[src/rtl/uart_8n1_pkg.sv]
// Shared UART 8N1 constants, receiver state encoding and helpers.
// Used by the receiver (and the transmitter) for OVERSAMPLE and DATA_BITS.
package uart_8n1_pkg;

   localparam int unsigned OVERSAMPLE  = 16;
   localparam int unsigned DATA_BITS   = 8;
   localparam int unsigned SAMPLE_TICK = 7;
   localparam int unsigned TICK_W      = $clog2(OVERSAMPLE);
   localparam int unsigned BIT_IDX_W   = $clog2(DATA_BITS);

   typedef enum logic [2:0] {
      IDLE,
      START,
      DATA,
      STOP,
      BREAK
   } rx_state_e;

   // 2-of-3 majority
   function automatic logic maj3(input logic a, input logic b, input logic c);
      return (a & b) | (a & c) | (b & c);
   endfunction

endpackage

[src/rtl/uart_sync_bit.sv]
// Multi-flop synchroniser for a single asynchronous bit, reset to 1 (idle line).
// Ports:
//   clk_baud_16x - sampling clock
//   reset        - synchronous active-high reset
//   d_i          - asynchronous input
//   q_o          - synchronised output, STAGES cycles later
module uart_sync_bit #(
   parameter int unsigned STAGES = 2
) (
   input  logic clk_baud_16x,
   input  logic reset,
   input  logic d_i,
   output logic q_o
);

   logic [STAGES-1:0] sync_q;

   always_ff @(posedge clk_baud_16x) begin
      if (reset) sync_q <= '1;
      else       sync_q <= {sync_q[STAGES-2:0], d_i};
   end

   assign q_o = sync_q[STAGES-1];

endmodule

[src/rtl/uart_8n1_receiver.sv]
// UART 8N1 receiver, 16x oversampled, LSB first.
// Optional macro UART_RX_MAJORITY_VOTE_EN: bit value is the majority of ticks
// 6/7/8 with decisions at tick 8; otherwise a single sample at tick 7.
// Ports:
//   clk_baud_16x - clock, 16 per bit
//   reset        - synchronous active-high reset
//   rx           - asynchronous serial line, idle high
//   recv_data    - last correctly framed byte
//   recv_valid   - one-cycle pulse, recv_data updated
//   recv_error   - one-cycle pulse, stop bit sampled low
//   recv_busy    - high from start detection until frame done/rejected
module uart_8n1_receiver
   import uart_8n1_pkg::*;
#(
   parameter int unsigned SYNC_STAGES = 2
) (
   input  logic                 clk_baud_16x,
   input  logic                 reset,
   input  logic                 rx,
   output logic [DATA_BITS-1:0] recv_data,
   output logic                 recv_valid,
   output logic                 recv_error,
   output logic                 recv_busy
);

   localparam logic [TICK_W-1:0]    LAST_TICK = TICK_W'(OVERSAMPLE - 1);
   localparam logic [BIT_IDX_W-1:0] LAST_BIT  = BIT_IDX_W'(DATA_BITS - 1);

   logic                 rxs;
   rx_state_e            state_q, state_d;
   logic [TICK_W-1:0]    tick_q, tick_d;
   logic [BIT_IDX_W-1:0] bit_idx_q, bit_idx_d;
   logic [DATA_BITS-1:0] shift_q, shift_d;
   logic [DATA_BITS-1:0] data_q, data_d;
   logic                 valid_q, valid_d;
   logic                 error_q, error_d;
   logic                 busy_q, busy_d;
   logic                 rxs_d1_q, rxs_d2_q;
   logic                 bit_val_c;

   uart_sync_bit #(.STAGES(SYNC_STAGES)) u_sync (
      .clk_baud_16x (clk_baud_16x),
      .reset        (reset),
      .d_i          (rx),
      .q_o          (rxs)
   );

   // rxs_d1_q lines the sample up with the tick counter: the counter starts one
   // cycle after the first low rxs, so tick N sees line position N of the cell.
`ifdef UART_RX_MAJORITY_VOTE_EN
   localparam logic [TICK_W-1:0] DECIDE_TICK = TICK_W'(SAMPLE_TICK + 1);
   logic vote_a_q, vote_b_q;

   // capture ticks 6 and 7; tick 8 is the live sample
   always_ff @(posedge clk_baud_16x) begin
      if (reset) begin
         vote_a_q <= 1'b1;
         vote_b_q <= 1'b1;
      end else begin
         if (tick_q == TICK_W'(SAMPLE_TICK - 1)) vote_a_q <= rxs_d1_q;
         if (tick_q == TICK_W'(SAMPLE_TICK))     vote_b_q <= rxs_d1_q;
      end
   end

   assign bit_val_c = maj3(vote_a_q, vote_b_q, rxs_d1_q);
`else
   localparam logic [TICK_W-1:0] DECIDE_TICK = TICK_W'(SAMPLE_TICK);
   assign bit_val_c = rxs_d1_q;
`endif

   // state and datapath registers
   always_ff @(posedge clk_baud_16x) begin
      if (reset) begin
         state_q   <= IDLE;
         tick_q    <= '0;
         bit_idx_q <= '0;
         shift_q   <= '0;
         data_q    <= '0;
         valid_q   <= 1'b0;
         error_q   <= 1'b0;
         busy_q    <= 1'b0;
         rxs_d1_q  <= 1'b1;
         rxs_d2_q  <= 1'b1;
      end else begin
         state_q   <= state_d;
         tick_q    <= tick_d;
         bit_idx_q <= bit_idx_d;
         shift_q   <= shift_d;
         data_q    <= data_d;
         valid_q   <= valid_d;
         error_q   <= error_d;
         busy_q    <= busy_d;
         rxs_d1_q  <= rxs;
         rxs_d2_q  <= rxs_d1_q;
      end
   end

   // next-state and output logic
   always_comb begin
      state_d   = state_q;
      tick_d    = tick_q + TICK_W'(1);
      bit_idx_d = bit_idx_q;
      shift_d   = shift_q;
      data_d    = data_q;
      valid_d   = 1'b0;
      error_d   = 1'b0;
      busy_d    = busy_q;

      case (state_q)
         IDLE: begin
            tick_d = '0;
            // IDLE is only entered with the line seen high, so low rxs is a
            // fresh start edge. If it fell while the previous stop bit was still
            // being decided, start the counter ahead to stay on the cell grid.
            if (!rxs) begin
               state_d = START;
               busy_d  = 1'b1;
               if (!rxs_d1_q && !rxs_d2_q) tick_d = TICK_W'(2);
               else if (!rxs_d1_q)         tick_d = TICK_W'(1);
            end
         end
         START: begin
            if (tick_q == DECIDE_TICK && bit_val_c) begin
               state_d = IDLE;
               busy_d  = 1'b0;
               tick_d  = '0;
            end else if (tick_q == LAST_TICK) begin
               state_d   = DATA;
               bit_idx_d = '0;
            end
         end
         DATA: begin
            if (tick_q == DECIDE_TICK) shift_d = {bit_val_c, shift_q[DATA_BITS-1:1]};
            if (tick_q == LAST_TICK) begin
               if (bit_idx_q == LAST_BIT) state_d = STOP;
               else bit_idx_d = bit_idx_q + BIT_IDX_W'(1);
            end
         end
         STOP: begin
            if (tick_q == DECIDE_TICK) begin
               tick_d    = '0;
               bit_idx_d = '0;
               if (bit_val_c) begin
                  data_d  = shift_q;
                  valid_d = 1'b1;
                  busy_d  = 1'b0;
                  state_d = IDLE;
               end else begin
                  error_d = 1'b1;
                  state_d = BREAK;
               end
            end
         end
         BREAK: begin
            tick_d = '0;
            if (rxs) begin
               state_d = IDLE;
               busy_d  = 1'b0;
            end
         end
         default: begin
            state_d = IDLE;
            tick_d  = '0;
            busy_d  = 1'b0;
         end
      endcase
   end

   assign recv_data  = data_q;
   assign recv_valid = valid_q;
   assign recv_error = error_q;
   assign recv_busy  = busy_q;

endmodule

[config.mk]
export PLATFORM = sky130hd
export DESIGN_NAME = uart_8n1_receiver
export DESIGN_NICKNAME = d
export VERILOG_FILES = /design/src/rtl/uart_8n1_pkg.sv /design/src/rtl/uart_sync_bit.sv /design/src/rtl/uart_8n1_receiver.sv
export SDC_FILE = /design/constraint.sdc
export NUM_CORES = 1
export LEC_CHECK = 0
export ABC_AREA = 1
export CAP_MARGIN = 10
export CORE_MARGIN = 3
export CORE_UTILIZATION = 49
export DETAILED_ROUTE_END_ITERATION = 12
export GPL_ROUTABILITY_DRIVEN = 0
export PLACE_DENSITY_LB_ADDON = 0.12
export RECOVER_POWER = 50
export SLEW_MARGIN = 25
export SYNTH_ARGS = -nofsm -noshare
export SYNTH_HDL_FRONTEND = slang
export SYNTH_SLANG_ARGS = --single-unit
export TNS_END_PERCENT = 100
[constraint.sdc]
create_clock -name clk_baud_16x -period 1.8 [get_ports clk_baud_16x]
set_input_delay 0.27 -clock clk_baud_16x [delete_from_list [all_inputs] [get_ports clk_baud_16x]]
set_output_delay 0.27 -clock clk_baud_16x [all_outputs]
set_load 0.01 [all_outputs]
Yosys cells after proc, flatten, opt, wreduce, memory -nomap -nowiden
Cells that the tools add are included.

storage, ports and cells
  flip-flop bits (word level) = 33
  output and inout bits = 11
  bits in latches = 0
  bits in writable memories = 0
  input port bits = 3
  logic and storage cells = 75
  memories = 0
  memory bits (read-only) = 0

cells by class
  equality and inequality tests = 18
  bitwise operators = 3
  multiplexer cells = 29
  $mul = 0
  magnitude comparators = 0
  $add $sub $neg = 2
  reduce and logical (&&, ||, !) cells = 12
  shifts and indexed selects = 0
  divide/modulo/power cells = 0

operator list
  operator                                                         number
  3-bit two-way mux                                                13
  2-bit != test, second input constant                             9
  6-bit AND reduction                                              3
  4-bit case mux with 4 select lines                               1
  3-bit case mux with 5 select lines                               1
  3-bit case mux with 3 select lines                               1
  1-bit two-way mux                                                8
  4-bit two-way mux                                                2
  3-bit by 2-bit == test with 1-bit output, second input constant  2
  3-bit == test, second input constant                             2
  1-bit case mux with 5 select lines                               1
  4-bit by 1-bit adder with 4-bit output, second input constant    1
  4-bit by 3-bit == test with 1-bit output, second input constant  1
  4-bit == test, second input constant                             1
  2-bit two-way mux                                                2
  3-bit by 1-bit adder with 3-bit output, second input constant    1
  3-bit by 1-bit == test with 1-bit output, second input constant  1
  3-bit zero test                                                  1
  3-bit != test, second input constant                             1
  1-bit inverter                                                   3
  3-bit AND reduction                                              1
  3-bit nonzero test                                               1
  3-bit OR reduction                                               1
  1-bit logical AND                                                2
  other kinds (3)                                                  4

Depth between registers and ports, before layout
  word-level depth = 5
  depth in mapped cells = 10

Hierarchy
Synthesis repeated with hierarchy kept, for this count alone.

unflattened totals
  cell total of the unflattened synthesis = 182
  area total of the unflattened synthesis = 1386.3 µm²

modules (own cells, without submodules)
  module             times used  cells each  area an instance (µm²)
  uart_8n1_receiver  1           175         1327.5
  uart_sync_bit      1           7           58.8

Worst setup path before layout
OpenSTA, ideal clock, no wires.

  path kind = flip-flop to flip-flop
  start point = reg tick_q[0]
  end point = reg data_q[0], in the netlist recv_data[0]
  path buffers = 0
  slack = 0.451 ns
  data arrival time = 1.234 ns
  required time = 1.684 ns
  cell stages (with the launch flop) = 9
  cells stage by stage = dfxtp_1 -> ha_1 -> nand3_2 -> inv_1 -> nand2_2 -> nor2_4 -> inv_2 -> nor2_1 -> nor2_1

on the way
  word-level cells in the longest chain between the ends = 2

RTL lines
  element                                   RTL line                  text
  from (decl)                               uart_8n1_receiver.sv:31   logic [TICK_W-1:0] tick_q, tick_d;
  from (signal assigned)                    uart_8n1_receiver.sv:86   tick_q <= tick_d;
  4-bit by 3-bit == test with 1-bit output  uart_8n1_receiver.sv:140  if (tick_q == DECIDE_TICK) begin
  3-bit AND reduction (no source line)      n/a
  to (signal assigned)                      uart_8n1_receiver.sv:89   data_q <= data_d;
  to (decl)                                 uart_8n1_receiver.sv:34   logic [DATA_BITS-1:0] data_q, data_d;

Every way passes these cells.
A chain may end at the register's enable or synchronous reset.

Worst setup path in the final report
  start point = reg tick_q[0]
  end point = reg data_q[6], in the netlist recv_data[6]

The elaborated chain is that of the path after synthesis.

==> flow_metrics.py <==
metrics = {
    "floorplanning": {
        "floorplan.initialDensity": 0.523,
        "pin_count": 14,
        "die_w_um": 60.7,
        "dieArea_um2": 3690,
        "die_y_um": 60.7,
        "fp.coreArea_um2": 2810,
        "floorplan.rows": 19,
    },
    "synthesis": {
        "yosysUniqueCellTypes": 23,
        "synth_top_area_share": 0.450,
        "syn_area_um2": 1470,
        "yosys.area.top_type": "dfxtp_1",
        "syn_area_per_cell_um2": 7.34,
        "synth_seq_cells": 33,
        "yosysSeqAreaShare": 0.450,
        "synthTopCellsByArea": "dfxtp_1 (45%), nor2_1 (14%), nand2_1 (6.9%)",
        "synthesis.instances": 200,
        "syn_nets": 206,
        "yosys_warnings": 0,
    },
    "cells_and_area": {
        "final-seq-area_um2": 661,
        "diodes": 0,
        "postLayoutCellArea_um2": 1710,
        "area_delta_synth_final_pct": 16.5,
        "fillers": 264,
        "fin_nets": 224,
        "multi_input_area_um2": 727,
        "drive_above_1_share": 0.137,
    },
    "routing": {
        "routed-via-count": 1297,
        "first_iter_violations": 82,
        "postRouteAntennaNets": 0,
        "drc": 0,
        "avgRoutedWirePerCell_um": 12.0,
        "drtPass1Iterations": 4,
        "drt-total-wl_mm": 2.99,
        "via_per_inst": 5.19,
    },
    "setup_path": {
        "cp.arrival_ps": 1810,
        "startpoint_type": "flop",
        "critical_path_class": "flop to flop",
        "worstPathRequired_ps": 2040,
        "crit_start": "tick_q[0]$_SDFF_PP0_",
        "worstPathMaxFanout": 9,
        "worstReg2RegStart": "tick_q[0]$_SDFF_PP0_",
        "worstSetupEndpointType": "flop",
    },
    "job": {
        "max_cap_violations": 0,
    },
    "timing": {
        "tightest_slew_ps": 409,
        "max_freq_ghz": 0.636,
        "drv_slew": 0,
        "worst_slack_ps": 227,
        "timing.slew.headroom": 0.727,
        "fin_crit_sh": 0.874,
        "clock_skew_ps": 12.3,
        "tns_ps": 0,
        "finalHoldViolCount": 0,
        "rsz0062_at_grt": "false",
        "setup_viol": 0,
        "period_needed_ps": 1570,
    },
    "pwr": {
        "leakage_nw": 0.844,
        "ir_drop_mv": 0.669,
        "p_per_area_nw_per_um2": 1420,
    },
    "global_routing": {
        "grt_first_pass_wirelength_mm": 5.09,
        "grt-busiest-layer": "met2",
        "met3_usage": 0.0468,
        "grt_pass1_vias": 1193,
        "use_met1": 0.225,
        "grt.total_usage": 0.190,
        "grt-ovfl-total": 0,
        "use_met2": 0.313,
        "antenna_found_initial": 0,
        "grt_start_max_net_pins": 25,
    },
    "outcome": {
        "status": "finished clean",
    },
    "clock_tree": {
        "cts-root-buf": "clkbuf_4",
        "clkLatencyLatePin_ps": 350,
        "cts_buffers": 5,
        "path_clk_slew_ps": 100,
        "cts-hold-fix-buffers": 0,
        "post_cts_buffers": 0,
        "clk_path_buf_depth": 2,
        "tritoncts": "yes",
        "cts-resized-gates": 0,
        "cts_max_level": 2,
        "clock-sinks": 33,
    },
    "placement": {
        "dp_hpwl_mm": 2.19,
        "dpl_worst_slack_ps": 236,
        "portBuffers": 13,
        "dpl_cell_area_um2": 1630,
    },
    "min_path": {
        "hp-start": "u_sync.sync_q[0]$_SDFF_PP1_",
        "hold_class": "flop to flop",
    },
}
## logic make-up after synthesis
family	share of synthesized area
AOI/OAI and AO/OA	0.0998
adders and majority gates	0.0256
buffers and inverters	0.0520
DFF	0.450
and+or+nand+nor	0.373
## stage by stage
step / hold slack (ps) / total power [mW] / std cells / utilization
floorplan: 342 / 1.68 / 200 / -
global placement: 401 / 1.83 / 242 / 0.580
detailed placement: 398 / 1.85 / 242 / 0.580
CTS: 426 / 2.45 / 250 / 0.612
global route: 454 / 2.61 / 250 / 0.610
finish: 425 / 2.42 / 250 / 0.610
## where the power goes
| group | switching [mW] | internal [mW] |
|---|---|---|
| sequential | 0.106 | 0.818 |
| clock | 0.268 | 0.330 |
| combinational | 0.568 | 0.332 |
| total | 0.943 | 1.48 |
## Yosys cell counts
library cell / n
a211oi_1: 1
buf_2: 1
a21oi_1: 5
or2_2: 3
o211ai_1: 1
inv_1: 14
a21boi_0: 1
nor2_2: 2
a21oi_2: 1
nor3_1: 1
nand4_1: 1
dfxtp_1: 33
o21ai_0: 18
ha_1: 3
nor2_4: 6
nand2_1: 27
nand3_1: 15
buf_4: 1
nand2_2: 7
nand3_2: 1
clkbuf_1: 1
nor2_1: 55
inv_2: 2
## registers in the layout (all words and copies together) (netlist names)
name           cells
recv_valid         1
recv_error         1
recv_busy          1
bit_val_c          1
shift_q            8
bit_idx_q          3
tick_q             4
u_sync.sync_q      2
state_q            3
recv_data          8
rxs_d2_q           1
## layout make-up
class	count	area share
Clock buffer	6	0.0300
Tap cell	31	0.0227
Timing Repair Buffer	14	0.0790
Multi-Input combinational cell	148	0.425
Inverter	16	0.0351
Clock inverter	2	0.0219
Sequential cell	33	0.386
## cells in the final DEF, fill, tap and decap left out, types with 2 or more instances in the layout
cell type	synthesis	layout
ha_1	3	3
nor2_2	2	2
o21ai_0	18	18
nor2_4	6	6
inv_2	2	2
a21oi_1	5	6
clkbuf_4	0	5
dlygate4sd3_1	0	12
nand2_1	27	27
nand2_2	7	7
or2_2	3	3
nor2_1	55	55
dfxtp_1	33	33
inv_1	14	14
nand3_1	15	15
## per-layer routing
layer  up-vias  routed length, µm
li1        673                  -
met1       599               1360
met2        17               1480
met3         8                 78
met4         0                 70
met5         -                  0
## final timing paths
check                                                    to  slack [ps]  depth (start not counted)
worst max-delay path              recv_data[6]$_SDFFE_PP0P_         230                          8
worst min register to register  u_sync.sync_q[1]$_SDFF_PP1_         420                          1
worst max register to register    recv_data[6]$_SDFFE_PP0P_         230                          8
worst min-delay path            u_sync.sync_q[1]$_SDFF_PP1_         420                          1
## critical path, cell delays in order, from the launching register on
cell     delay, ps
dfxtp_1        390
ha_1           270
nand3_2        180
inv_1          100
nand2_2         70
nor2_4         190
inv_2          120
nor2_1         110
nor2_1          50
Power figures use the tool's default switching activity.
